File: config.mk
export PLATFORM = sky130hd
export DESIGN_NAME = spi_slave_if
export DESIGN_NICKNAME = d
export VERILOG_FILES = /design/src/rtl/spi_slave_if.sv
export SDC_FILE = /design/constraint.sdc
export NUM_CORES = 1
export LEC_CHECK = 0
export CAP_MARGIN = 0
export CORE_MARGIN = 2
export CORE_UTILIZATION = 54
export DETAILED_ROUTE_END_ITERATION = 8
export PLACE_DENSITY = 0.84
export SKIP_CTS_REPAIR_TIMING = 1
export SLEW_MARGIN = 20
export SYNTH_ARGS = -nofsm -noshare
export SYNTH_HDL_FRONTEND = slang
export SYNTH_SLANG_ARGS = --single-unit
export TNS_END_PERCENT = 5
File: constraint.sdc
create_clock -name clk -period 2.4 [get_ports clk]
set_input_delay 0.48 -clock clk [delete_from_list [all_inputs] [get_ports clk]]
set_output_delay 0.48 -clock clk [all_outputs]
set_load 0.1 [all_outputs]
File: src/rtl/spi_slave_if.sv
// SPI slave endpoint: oversamples sclk/cs/mosi in the clk domain, decodes write
// frames into rx_data and serialises the transmit buffer on read frames.
module spi_slave_if #(
  parameter int DATA_WIDTH  = 8,
  parameter int SYNC_STAGES = 2
) (
  input  logic                  clk,
  input  logic                  reset_n,
  input  logic                  sclk,
  input  logic                  cs,
  input  logic                  mosi,
  output logic                  miso,
  output logic                  miso_oe,
  input  logic [DATA_WIDTH-1:0] tx_data,
  input  logic                  tx_load,
  output logic                  tx_ready,
  output logic [DATA_WIDTH-1:0] rx_data,
  output logic                  rx_valid,
  output logic                  rd_done,
  output logic                  frame_err,
  output logic [1:0]            dbg_state
);

  localparam int CW = $clog2(DATA_WIDTH + 1);

  typedef enum logic [1:0] {IDLE, CMD, DATA, DONE} state_t;

  state_t state, state_n;

  logic [SYNC_STAGES-1:0] sclk_sync, cs_sync, mosi_sync;
  logic                   sclk_d, cs_d;
  logic                   sclk_s, cs_s, mosi_s;
  logic                   fall, cs_fall, cs_rise;

  logic [CW-1:0]          bit_cnt;
  logic                   is_read;
  logic [DATA_WIDTH-1:0]  tx_buf, tx_shift, rx_shift;
  logic                   last_bit;

  assign sclk_s  = sclk_sync[SYNC_STAGES-1];
  assign cs_s    = cs_sync[SYNC_STAGES-1];
  assign mosi_s  = mosi_sync[SYNC_STAGES-1];
  assign fall    = sclk_d & ~sclk_s;
  assign cs_fall = cs_d & ~cs_s;
  assign cs_rise = ~cs_d & cs_s;

  assign last_bit  = (bit_cnt == CW'(DATA_WIDTH));
  assign tx_ready  = !(state == DATA && is_read);
  assign dbg_state = state;

  always_ff @(posedge clk or negedge reset_n) begin
    if (!reset_n) begin
      sclk_sync <= '1;
      cs_sync   <= '1;
      mosi_sync <= '1;
      sclk_d    <= 1'b1;
      cs_d      <= 1'b1;
    end else begin
      sclk_sync <= {sclk_sync[SYNC_STAGES-2:0], sclk};
      cs_sync   <= {cs_sync[SYNC_STAGES-2:0], cs};
      mosi_sync <= {mosi_sync[SYNC_STAGES-2:0], mosi};
      sclk_d    <= sclk_s;
      cs_d      <= cs_s;
    end
  end

  always_ff @(posedge clk or negedge reset_n) begin
    if (!reset_n) state <= IDLE;
    else          state <= state_n;
  end

  // Synced cs high overrides every sclk edge, so a fall coincident with cs_rise is dropped.
  always_comb begin
    state_n = state;
    if (cs_s) begin
      state_n = IDLE;
    end else begin
      case (state)
        IDLE:    if (cs_fall) state_n = CMD;
        CMD:     if (fall) state_n = DATA;
        DATA:    if (fall && last_bit) state_n = DONE;
        default: state_n = state;
      endcase
    end
  end

  always_ff @(posedge clk or negedge reset_n) begin
    if (!reset_n) begin
      miso      <= 1'b1;
      miso_oe   <= 1'b0;
      rx_data   <= '0;
      rx_valid  <= 1'b0;
      rd_done   <= 1'b0;
      frame_err <= 1'b0;
      tx_buf    <= '0;
      tx_shift  <= '0;
      rx_shift  <= '0;
      bit_cnt   <= '0;
      is_read   <= 1'b0;
    end else begin
      rx_valid  <= 1'b0;
      rd_done   <= 1'b0;
      frame_err <= 1'b0;
      // A read's CMD fall copies the old tx_buf into tx_shift, so a same-cycle load is for the next frame.
      if (tx_load && tx_ready) tx_buf <= tx_data;
      if (cs_s) begin
        if (cs_rise && ((state == CMD && bit_cnt != '0) || state == DATA)) frame_err <= 1'b1;
        miso    <= 1'b1;
        miso_oe <= 1'b0;
      end else begin
        case (state)
          IDLE: if (cs_fall) bit_cnt <= '0;
          CMD: begin
            if (fall) begin
              bit_cnt <= bit_cnt + CW'(1);
              is_read <= mosi_s;
              if (mosi_s) begin
                tx_shift <= tx_buf >> 1;
                miso     <= tx_buf[0];
                miso_oe  <= 1'b1;
              end
            end
          end
          DATA: begin
            if (fall) begin
              bit_cnt <= bit_cnt + CW'(1);
              if (is_read) begin
                if (!last_bit) begin
                  miso     <= tx_shift[0];
                  tx_shift <= tx_shift >> 1;
                end else begin
                  rd_done <= 1'b1;
                end
              end else begin
                rx_shift <= {mosi_s, rx_shift[DATA_WIDTH-1:1]};
                if (last_bit) begin
                  rx_data  <= {mosi_s, rx_shift[DATA_WIDTH-1:1]};
                  rx_valid <= 1'b1;
                end
              end
            end
          end
          default: ;
        endcase
      end
    end
  end

endmodule

# Word level (Yosys, flattened, before mapping)
# Cells that the tools add are included.
# op_classes
add_sub_neg	1
n_mul	0
n_div	0
order_cmp	0
eq_ne	17
shift	0
mux	36
bitwise_logic	7
reduce_logical	25
# ops
cell	count
$mux 8	5
$mux 1	21
$ne 3x3->1 const B	7
$pmux 8 s2	1
$ne 2x2->1 const B	6
$reduce_and 4->1	3
$reduce_bool 2->1	5
$mux 2	4
$mux 4	2
$pmux 4 s2	1
$reduce_bool 4->1	2
$reduce_and 7->1	1
$pmux 2 s3	1
$reduce_and 3->1	2
$reduce_and 6->1	1
$logic_and 1x1->1	5
$reduce_and 5->1	1
$add 4x1->4 const B	1
$eq 4x4->1 const B	1
$not 1->1	4
$and 1x1->1	3
$reduce_bool 3->1	1
$eq 2x1->1 const B	1
$eq 2x2->1 const B	1
other kinds (6)	6
# word_totals
reg_bits	52
latchBits	0
mem_bits_rw	0
rom_bits	0
input_bits	14
out_inout_bits	16
word_cells	103
n_memories	0

# Longest topological paths before layout
# Gate-level depths: netlist (run 1).
# logic_depth
ltp_word	6
depth_mapped	9
ltp_nobuf	6

# Worst setup path after synthesis (run 1)
# No wires, ideal clock.
# synth_path
kind	reg2reg
from	register state[0] (netlist: dbg_state[0])
to	register tx_buf[0]
setup_ns	0.125
t_arrival_ns	3.061
t_required_ns	2.275
setup_slack_ns	-0.785
path_stages_with_launch	8
n_path_buf	2
period_less_slack_ns	3.185
path_cell_list	dfrtp_1 inv_1 ha_1 clkbuf_1 nand2_1 and2_1 clkbuf_1 mux2_2
# synth_via
elab_chain_cells	4
# synth_rtl
element	line_no	source
start: declaration	28	state_t state, state_n;
start signal: assignment	69	else state <= state_n;
$eq 2x2->1	48	assign tx_ready = !(state == DATA && is_read);
$logic_and 1x1->1	48	
$logic_not 1->1	48	
via tx_ready	16	output logic tx_ready,
$logic_and 1x1->1	105	if (tx_load && tx_ready) tx_buf <= tx_data;
end signal: assignment	105	
end: declaration	37	logic [DATA_WIDTH-1:0] tx_buf, tx_shift, rx_shift;
# The timed path passes the listed nets, and every way through them passes these cells.
# A chain may end at the register's enable or synchronous reset.

# Worst setup path after layout (run 1)
# layout_path
from	register state[0] (netlist: dbg_state[0])
to	register state[1] (netlist: dbg_state[1])
# layout_via
elab_chain_cells	3
word_cells_on_any_way	10
cone_classes	eq/ne (5); mux (2); reduce/logical (3)
# layout_rtl
element	line_no	source
$eq 2x2->1, or another cell as far along	78	case (state)
$ne 3x3->1 (no line), or another cell as far along	n/a	
$reduce_and 4->1 (no line) or $mux 2 (tied branches)	n/a	
# Several ways; a longest one is shown, not always the timed one.

==> results of run 1 <==
critical path: cells and delay by family, from the launching register on:
kind / cells / cell delay [ns]
adder cells (fa/ha/maj): 1 / 0.22
AND/OR/NAND/NOR: 3 / 1.02
buffers and inverters: 2 / 0.26
flip-flops: 1 / 0.51
AO/OA/AOI/OAI: 1 / 0.14
worst paths after layout:
kind,cells after the start,start,end,slack [ns]
max,7,dbg_state[0]$_DFFE_PN0P_,dbg_state[1]$_DFFE_PN0P_,0.17
min,1,reset_n,rx_shift[4]$_DFFE_PN0P_,0.14
max reg2reg,7,dbg_state[0]$_DFFE_PN0P_,dbg_state[1]$_DFFE_PN0P_,0.17
min reg2reg,0,sclk_sync[0]$_DFF_PN1_,sclk_sync[1]$_DFF_PN1_,0.36
max in group asynchronous,2,reset_n,mosi_sync[0]$_DFF_PN1_,1.67
min in group clk,0,sclk_sync[0]$_DFF_PN1_,sclk_sync[1]$_DFF_PN1_,0.36
cells by family after synthesis:
group,synth area share (%)
flops,58.0
fa+ha+maj,3.45
compound gates,4.31
xor+xnor,1.21
mux,20.9
buf+inv,3.34
simple gates,8.74
cells in the mapped netlist, types with 2 or more instances:
library cell / instances
sky130_fd_sc_hd__nor3_1: 5
sky130_fd_sc_hd__a21oi_1: 4
sky130_fd_sc_hd__mux2_2: 28
sky130_fd_sc_hd__nor2_1: 6
sky130_fd_sc_hd__clkbuf_1: 5
sky130_fd_sc_hd__o31ai_1: 3
sky130_fd_sc_hd__nor4_1: 2
sky130_fd_sc_hd__nand3_1: 2
sky130_fd_sc_hd__dfrtp_1: 41
sky130_fd_sc_hd__buf_6: 2
sky130_fd_sc_hd__mux2i_1: 2
sky130_fd_sc_hd__nor2b_1: 3
sky130_fd_sc_hd__mux2_4: 8
sky130_fd_sc_hd__ha_1: 6
sky130_fd_sc_hd__dfstp_2: 9
sky130_fd_sc_hd__a211oi_1: 3
sky130_fd_sc_hd__xnor2_1: 3
sky130_fd_sc_hd__or4_1: 2
sky130_fd_sc_hd__inv_1: 7
power groups by stage:
| stage | Clock [mW] | Combinational (mW) | Sequential, mW |
|---|---|---|---|
| floorplan | 0 | 0.524 | 1.30 |
| global placement | 0 | 0.893 | 1.12 |
| detailed placement | 0 | 0.924 | 1.14 |
| CTS | 0.500 | 0.935 | 1.12 |
| global route | 0.534 | 1.02 | 1.14 |
| finish | 0.486 | 0.932 | 1.12 |
metal layers:
metal | track usage, % | up-vias | routed length [um]
li1 | - | 613 | -
met1 | 23.9 | 646 | 1570
met2 | 27.6 | 24 | 1800
met3 | 5.17 | 5 | 123
met4 | 5.87 | 0 | 42
met5 | 0 | - | 0
per-stage QoR:
stage / hold WS, ns / utilization (%) / instance area (um2) / setup slack [ns] / total power [mW]
global placement: 0.345 / 63.6 / 2510 / 0.248 / 2.01
CTS: 0.150 / 65.9 / 2600 / 0.170 / 2.56
floorplan: 0.184 / - / 2190 / 0.0172 / 1.83
global route: 0.176 / 65.9 / 2600 / 0.0934 / 2.69
detailed placement: 0.347 / 63.6 / 2510 / 0.203 / 2.06
finish: 0.138 / 65.9 / 2600 / 0.171 / 2.54
cell type report:
class | instances | area share, %
Multi-Input combinational cell | 93 | 32.6
Inverter | 7 | 1.01
Clock inverter | 1 | 0.193
Tap cell | 50 | 2.41
Clock buffer | 7 | 3.32
Sequential cell | 50 | 48.9
Timing Repair Buffer | 33 | 11.6
state kept, by name, summed over array words and instances (netlist names), 2 cells and up:
signal	flops
cs_sync	2
tx_shift	7
mosi_sync	2
sclk_sync	2
rx_shift	7
bit_cnt	4
dbg_state	2
tx_buf	8
rx_data	8
==> run_results.csv, run 1 <==
group,metric,value,unit
final_layout,final_common_cell,"sky130_fd_sc_hd__dfrtp_1",
power_and_ir_drop,power.sequential.fraction,44.1,%
synth,synth-async-reset-ratio,100,%
synth,ys_dominant_reg_cell,"sky130_fd_sc_hd__dfrtp_1",
final_layout,syn2layout_area_growth,19.4,%
detailed_routing,route.antenna.remaining_nets,0,
global_routing,grt-ovfl-total,0,
global_routing,grt_pass1_vias,1280,
power_and_ir_drop,sw_power,0.910,mW
place,io_buffers,29,
critical_path,critical_path.max_fanout,5,
critical_path,crit_required,2.62,ns
floorplan,core_area,3940,um2
synth,synth_top_area_share,47.2,%
clocking,worst_skew_pair_latency,0.29,ns
final_layout,area.sequential,1270,um2
synth,seq_area_frac_synth,58.0,%
floorplan,design.portCount,30,
power_and_ir_drop,combinational_power_share,36.7,%
timing,report.final.setup_viol,0,
global_routing,grt_first_pass_wirelength,5940,um
synth,netlist_area,2180,um2
global_routing,grt_antenna_before_repair,0,
timing,maxSlewHeadroom,57.0,%
critical_path,cpMaxStageDelayCell,"sky130_fd_sc_hd__or4b_2",
global_routing,pin_count_of_the_biggest_net_entering_global_routing,30,
synth,synthTopCellsByArea,"sky130_fd_sc_hd__dfrtp_1 (47%), sky130_fd_sc_hd__mux2_2 (14%), sky130_fd_sc_hd__dfstp_2 (11%)",
critical_path,worst_setup_path_end_kind,"flop",
timing,fin_crit_sh,92.9,%
power_and_ir_drop,leakagePower,1.20,nW
detailed_routing,average_via_count_per_standard_cell,5.34,
clocking,clk_pin_slew_worst_paths,0.08,ns
global_routing,grtUsageTotal,17.7,%
clocking,clk_root_buffer_cell,"sky130_fd_sc_hd__clkbuf_8",
floorplan,dieArea,4550,um2
detailed_routing,drt_drc_violations_left,0,
critical_path,path_cells,"inv_2 > ha_1 > buf_4 > nor3_1 > or2_2 > or4b_2 > a21oi_1",
detailed_routing,drtIter0Drc,96,
final_layout,fillers,274,
synth,postSynthRegisterBits,50,
clocking,cts_sinks,50,
floorplan,starting_density_of_the_core,55.2,%
detailed_routing,routed_wirelength,3530,um
timing,finalWorstPathRequiredPeriod,2.23,ns
place,detailedPlacementHpwl,2570,um
clocking,tritoncts,"done",
synth,synth.avg_cell_area,13.8,um2
critical_path,critPathLaunchType,"flop",
synth,synthesis.instances,158,
floorplan,fp.dieW,67.5,um
power_and_ir_drop,worst_ir_drop_vdd,0.000623,V
timing,finalClockSkew,0.00284,ns
detailed_routing,detailroute.via_count,1288,
final_layout,layout.cells.non_filler,241,
clocking,numCtsBuffers,5,
floorplan,die_y,67.5,um
synth,synth_top_area_cell,"sky130_fd_sc_hd__dfrtp_1",
place,place.detailed.instances,233,
job,timing.max_cap.violations,0,
outcome,outcome,"finished, final reports clean",
timing,timing_worst_slew_pin_value,0.639,ns
floorplan,fp_rows,23,
power_and_ir_drop,clock_power_share,19.1,%
place,globalplace.congestion,0.827,
clocking,cts.htree.levels,2,
power_and_ir_drop,power_density_over_the_cells,976,nW/um2
final_layout,antenna_cells,0,
power_and_ir_drop,net_sw_share,35.9,%
detailed_routing,avgRoutedWirePerCell,14.7,um
synth,syn_nets,178,
detailed_routing,detail_route.first_pass.iterations,4,
power_and_ir_drop,internal-power,1.63,mW
timing,finalHoldViolCount,0,
synth,post_synth_edffs,0,
synth,count_of_synthesis_stage_warnings_from_yosys,0,
final_layout,mostFrequentLayoutCells,"sky130_fd_sc_hd__dfrtp_1 (39), sky130_fd_sc_hd__mux2_2 (28), sky130_fd_sc_hd__buf_4 (18)",
timing,setup-tns-final,0,ns
clocking,cts_buffer_depth,2,
critical_path,maximum_cell_stage_delay_along_the_critical_path,0.65,ns
timing,timing_limited_maximum_frequency,449,MHz
timing,maxSlewViolCount,0,
timing,rsz0062_at_grt,"no",
min_path,hp-class,"primary input to async pin",
final_layout,post_route_cells_drive_above_1_share,41.9,%
final_layout,multi_input_comb_area,848,um2
critical_path,worst_ep_arrival_time,2.45,ns
final_layout,finalNetCount,210,
synth,synth_cell_type_count,36,
critical_path,critical_path_class,"flop to flop",
Power figures use the tool's default switching activity.
==> run 2, diff against run 1 <==
--- a/config.mk
+++ b/config.mk
@@ -8,6 +8,7 @@
 export CAP_MARGIN = 0
 export CORE_MARGIN = 2
 export CORE_UTILIZATION = 54
+export CTS_BUF_LIST = sky130_fd_sc_hd__clkbuf_16
 export DETAILED_ROUTE_END_ITERATION = 8
 export PLACE_DENSITY = 0.84
 export SKIP_CTS_REPAIR_TIMING = 1
==> run 2 against run 1 <==
- total power up 6.2%
- fmax rose by 0.37%
- global-route usage grew 0.50 points
- die area stayed put
- first-iteration DRC count is 15% higher
- clock power grew 33%
- sequential cell count did not move
- critical path depth down 3
- critical endpoint is now rx_data[6]$_DFFE_PN0P_
==> run_results.csv, run 2 (synthesized netlist as in run 1, its figures left out) <==
group,metric,value,unit
global_routing,grt_first_pass_wirelength,6050,um
power_and_ir_drop,net_sw_share,34.2,%
timing,rsz0062_at_grt,"no",
timing,finalHoldViolCount,0,
clocking,cts.htree.levels,2,
clocking,numCtsBuffers,5,
timing,maxSlewViolCount,0,
clocking,clk_root_buffer_cell,"sky130_fd_sc_hd__clkbuf_16",
power_and_ir_drop,leakagePower,1.23,nW
critical_path,crit_required,2.57,ns
timing,maxSlewHeadroom,59.0,%
min_path,hp-class,"primary input to async pin",
critical_path,maximum_cell_stage_delay_along_the_critical_path,0.53,ns
outcome,outcome,"finished, final reports clean",
power_and_ir_drop,worst_ir_drop_vdd,0.000556,V
detailed_routing,drtIter0Drc,110,
clocking,worst_skew_pair_latency,0.28,ns
timing,timing_worst_slew_pin_value,0.609,ns
global_routing,pin_count_of_the_biggest_net_entering_global_routing,30,
global_routing,grtUsageTotal,18.2,%
power_and_ir_drop,clock_power_share,24.0,%
clocking,tritoncts,"done",
critical_path,critical_path_class,"flop to flop",
final_layout,final_common_cell,"sky130_fd_sc_hd__dfrtp_1",
timing,finalWorstPathRequiredPeriod,2.22,ns
floorplan,dieArea,4550,um2
job,timing.max_cap.violations,0,
detailed_routing,detail_route.first_pass.iterations,4,
place,place.detailed.instances,233,
place,detailedPlacementHpwl,2570,um
detailed_routing,drt_drc_violations_left,0,
final_layout,post_route_cells_drive_above_1_share,41.4,%
clocking,clk_pin_slew_worst_paths,0.06,ns
timing,setup-tns-final,0,ns
critical_path,regToRegStartpoint,"sclk_d$_DFF_PN1_",
global_routing,grt_pass1_vias,1289,
final_layout,mostFrequentLayoutCells,"sky130_fd_sc_hd__dfrtp_1 (39), sky130_fd_sc_hd__mux2_2 (28), sky130_fd_sc_hd__buf_4 (18)",
floorplan,core_area,3940,um2
floorplan,fp_rows,23,
global_routing,grt_antenna_before_repair,0,
global_routing,grt-ovfl-total,0,
timing,timing_limited_maximum_frequency,450,MHz
final_layout,syn2layout_area_growth,21.6,%
floorplan,fp.dieW,67.5,um
place,globalplace.congestion,0.827,
timing,finalClockSkew,0.00448,ns
final_layout,antenna_cells,0,
power_and_ir_drop,power_density_over_the_cells,1020,nW/um2
clocking,cts_buffer_depth,2,
floorplan,design.portCount,30,
power_and_ir_drop,power.sequential.fraction,41.7,%
critical_path,worst_ep_arrival_time,2.39,ns
place,io_buffers,29,
detailed_routing,detailroute.via_count,1293,
timing,report.final.setup_viol,0,
critical_path,worst_setup_path_end_kind,"flop",
detailed_routing,average_via_count_per_standard_cell,5.37,
clocking,cts_sinks,50,
critical_path,critPathLaunchType,"flop",
critical_path,critical_path.max_fanout,9,
floorplan,die_y,67.5,um
final_layout,layout.cells.non_filler,241,
critical_path,worst_setup_path_startpoint,"sclk_d$_DFF_PN1_",
floorplan,starting_density_of_the_core,55.2,%
critical_path,path_cells,"or3b_1 > or3_1 > or2_1 > mux2_4",
critical_path,cpMaxStageDelayCell,"sky130_fd_sc_hd__dfstp_2",
final_layout,layout_top_registers,"rx_data: 8 flops, tx_buf: 8 flops",
detailed_routing,routed_wirelength,3610,um
final_layout,finalNetCount,210,
detailed_routing,route.antenna.remaining_nets,0,
power_and_ir_drop,internal-power,1.77,mW
detailed_routing,avgRoutedWirePerCell,15.0,um
power_and_ir_drop,sw_power,0.923,mW
power_and_ir_drop,combinational_power_share,34.3,%
timing,fin_crit_sh,92.5,%
run 2: cell count changes in the layout (fill, tap and decap cells not counted), sizes merged:
cell | before | now
clkbuf | 7 | 5
clkinv | 1 | 2
inv | 7 | 8
run 2: area by class of cell:
class	instances	area, um2
well taps	50	62.6
repair buffers	33	300
flip-flops and latches	50	1270
clock inverters	3	12.5
multi-input cells	93	848
inverters	7	26.3
fillers	260	1300
clock buffers	5	125
run 2: critical path: cells and delay by family (launching register included):
| kind | cells | cell delay [ns] |
|---|---|---|
| simple gates | 3 | 1.20 |
| flops | 1 | 0.53 |
| mux | 1 | 0.37 |
run 2: path summary, 6_finish.rpt:
kind | to | slack [ns] | cells past startpoint
worst max-delay path | rx_data[6]$_DFFE_PN0P_ | 0.18 | 4
worst min-delay path | rx_data[5]$_DFFE_PN0P_ | 0.16 | 1
worst max register to register | rx_data[6]$_DFFE_PN0P_ | 0.18 | 4
worst min register to register | sclk_sync[1]$_DFF_PN1_ | 0.36 | 0
max in group asynchronous | sclk_d$_DFF_PN1_ | 1.66 | 2
min in group clk | sclk_sync[1]$_DFF_PN1_ | 0.36 | 0
run 2: power groups by stage:
stage | clock [mW] | combinational, mW | sequential [mW]
after CTS | 0.664 | 0.931 | 1.12
after global placement | 0 | 0.893 | 1.12
after floorplan | 0 | 0.524 | 1.30
after detailed placement | 0 | 0.924 | 1.14
after global routing | 0.699 | 1.01 | 1.14
final | 0.648 | 0.925 | 1.12
run 2: through the flow:
stage	hold slack [ns]	utilization (%)	cell area, um2	worst slack (ns)	power (mW)
5_1_grt	0.206	67.1	2650	0.0934	2.85
3_5_place_dp	0.347	63.6	2510	0.203	2.06
6_report	0.159	67.1	2650	0.179	2.70
4_1_cts	0.178	67.1	2650	0.171	2.72
2_1_floorplan	0.184	-	2190	0.0172	1.83
3_3_place_gp	0.345	63.6	2510	0.248	2.01
run 2: metal layers:
layer / wire [um] / global-route usage [%]
met5: 0 / 0
met4: 57 / 6.89
met3: 141 / 5.00
met2: 1850 / 28.7
met1: 1560 / 24.1
==> run 3, diff against run 2 <==
==> constraint.sdc (replaced) <==
create_clock -name clk -period 2.4 [get_ports clk]
set_input_delay 0.24 -clock clk [delete_from_list [all_inputs] [get_ports clk]]
set_output_delay 0.24 -clock clk [all_outputs]
set_load 0.1 [all_outputs]
==> run 3 against run 2 <==
- sequential share of layout area down 0.11 points
- total power is 1.3% higher
- final area rose by 0.24%
- clock skew up 0.0048 ns
- fmax is 2.3% lower
- register-to-register slack worse by 0.05 ns
- utilization increased by 0.16 points
- die area is the same
- via count increased by 5.8%
- clock-buffer cell count unchanged
- highest routed layer unchanged
==> run_results.csv, run 3 (synthesized netlist as in run 1, its figures left out) <==
group,metric,value,unit
detailed_routing,top_layer,"met4",
place,place.detailed.instances,234,
job,timing.max_cap.violations,0,
clocking,numCtsBuffers,5,
detailed_routing,avgRoutedWirePerCell,16.7,um
critical_path,worst_setup_path_end_kind,"flop",
critical_path,critical_path_class,"flop to flop",
critical_path,cpMaxStageDelayCell,"sky130_fd_sc_hd__dfrtp_4",
place,globalplace.congestion,0.863,
detailed_routing,met2WireLength,2190,um
critical_path,r2r_setup_slack,0.13,ns
floorplan,design.portCount,30,
final_layout,post_route_cells_drive_above_1_share,42.0,%
global_routing,grt-ovfl-total,0,
place,io_buffers,29,
floorplan,dieArea,4550,um2
timing,report.final.setup_viol,0,
power_and_ir_drop,power_density_over_the_cells,1030,nW/um2
final_layout,multi_input_comb_area,848,um2
floorplan,fp.dieW,67.5,um
floorplan,die_y,67.5,um
global_routing,pin_count_of_the_biggest_net_entering_global_routing,24,
global_routing,grt_first_pass_wirelength,6730,um
power_and_ir_drop,leakagePower,1.23,nW
final_layout,final_common_cell,"sky130_fd_sc_hd__dfrtp_1",
final_layout,syn2layout_area_growth,21.9,%
timing,finalHoldViolCount,0,
timing,maxSlewHeadroom,58.1,%
clocking,cts_buffer_depth,2,
clocking,clk_pin_slew_worst_paths,0.07,ns
timing,postLayoutSetupSlackWorst,0.128,ns
critical_path,critical_path.max_fanout,9,
place,detailedPlacementHpwl,2910,um
critical_path,regToRegStartpoint,"dbg_state[0]$_DFFE_PN0P_",
critical_path,rr_endpoint,"rx_data[4]$_DFFE_PN0P_",
detailed_routing,wirelength_met1,1660,um
critical_path,crit_required,2.57,ns
floorplan,starting_density_of_the_core,55.2,%
global_routing,grt_pass1_vias,1416,
critical_path,worst_setup_path_startpoint,"dbg_state[0]$_DFFE_PN0P_",
timing,timing_worst_slew_pin_value,0.623,ns
final_layout,final_core_util,67.2,%
floorplan,fp_rows,23,
place,place_ws,0.152,ns
outcome,outcome,"finished, final reports clean",
timing,fin_crit_sh,94.7,%
final_layout,layout_top_registers,"rx_data: 8 flops, tx_buf: 8 flops",
clocking,cts.htree.levels,2,
timing,finalWorstPathRequiredPeriod,2.27,ns
power_and_ir_drop,worst_ir_drop_vdd,0.000765,V
global_routing,grtUsageTotal,21.2,%
critical_path,critPathCapture,"rx_data[4]$_DFFE_PN0P_",
final_layout,layout.cells.non_filler,243,
detailed_routing,drtIter0Drc,74,
critical_path,worst_ep_arrival_time,2.44,ns
clocking,clk_root_buffer_cell,"sky130_fd_sc_hd__clkbuf_16",
final_layout,fillers,260,
timing,finalClockSkew,0.00925,ns
critical_path,maximum_cell_stage_delay_along_the_critical_path,0.50,ns
detailed_routing,routed_wirelength,4070,um
detailed_routing,drt_drc_violations_left,0,
final_layout,finalNetCount,212,
timing,setup-tns-final,0,ns
detailed_routing,detailroute.wirelength.met3,144,um
critical_path,worst-r2r-cell-count,6,
critical_path,path_cells,"inv_2 > ha_1 > inv_1 > or3_1 > or2_1 > mux2_4",
clocking,tritoncts,"done",
detailed_routing,detailroute.via_count,1368,
final_layout,antenna_cells,0,
timing,maxSlewViolCount,0,
global_routing,grt_antenna_before_repair,0,
min_path,hp-class,"flop to flop",
critical_path,critPathLaunchType,"flop",
floorplan,core_area,3940,um2
timing,rsz0062_at_grt,"no",
detailed_routing,detail_route.first_pass.iterations,4,
detailed_routing,average_via_count_per_standard_cell,5.63,
clocking,worst_skew_pair_latency,0.29,ns
final_layout,mostFrequentLayoutCells,"sky130_fd_sc_hd__dfrtp_1 (39), sky130_fd_sc_hd__mux2_2 (28), sky130_fd_sc_hd__buf_4 (20)",
clocking,cts_sinks,50,
final_layout,area.sequential,1270,um2
detailed_routing,route.antenna.remaining_nets,0,
timing,timing_limited_maximum_frequency,440,MHz
==> run 3: cell types whose count changed in the layout (fill, tap and decap cells not counted) <==
cell / delta
sky130_fd_sc_hd__buf_12: -1
sky130_fd_sc_hd__clkinv_2: +1
sky130_fd_sc_hd__buf_4: +2
sky130_fd_sc_hd__clkinv_1: -1
sky130_fd_sc_hd__dlygate4sd3_1: +1
==> run 3: layout make-up <==
class	instances	share of cell area, %
multi-input combinational	93	32.0
clock inverter	3	0.519
inverter	7	0.991
timing repair buffer	35	11.5
tap	50	2.36
clock buffer	5	4.72
sequential	50	47.9
==> run 3: worst min path at each step <==
| stage | start | to | slack (ns) | cells after the start |
|---|---|---|---|---|
| 2_1_floorplan | reset_n | bit_cnt[0]$_DFFE_PN0P_ | -0.06 | 0 |
| 3_3_place_gp | reset_n | rx_shift[5]$_DFFE_PN0P_ | 0.21 | 1 |
| 3_5_place_dp | reset_n | rx_data[4]$_DFFE_PN0P_ | 0.22 | 1 |
| 4_1_cts | reset_n | rx_data[5]$_DFFE_PN0P_ | -0.09 | 1 |
| 5_1_grt | sclk_sync[0]$_DFF_PN1_ | sclk_sync[1]$_DFF_PN1_ | 0.36 | 0 |
| 6_report | sclk_sync[0]$_DFF_PN1_ | sclk_sync[1]$_DFF_PN1_ | 0.36 | 0 |
==> run 3: where the power goes <==
group	internal (mW)	leakage [nW]	switching [mW]	total [mW]
Combinational	0.385	0.533	0.553	0.939
Sequential	1.01	0.627	0.113	1.13
Clock	0.378	0.0748	0.288	0.666
Total	1.78	1.23	0.955	2.73
==> run 3: layer usage <==
layer | track usage, % | vias up
met3 | 6.83 | 9
met1 | 24.6 | 702
met2 | 34.2 | 32
met4 | 12.2 | 0
li1 | - | 625
met5 | 0 | -
==> run 3: through the flow <==
stage | hold WS (ns) | cell area, um2 | power [mW]
2_1_floorplan | -0.0556 | 2190 | 1.83
3_3_place_gp | 0.214 | 2500 | 2.02
3_5_place_dp | 0.223 | 2500 | 2.07
4_1_cts | -0.0937 | 2640 | 2.75
5_1_grt | 0.360 | 2650 | 2.88
6_report | 0.356 | 2650 | 2.73
==> run 3: worst max-delay path, delay by kind of cell, from the launching register on <==
family                     cells  cell delay [ns]
adders and majority gates      1             0.25
DFF                            1             0.50
muxes                          1             0.38
and+or+nand+nor                2             0.82
buffers and inverters          2             0.20
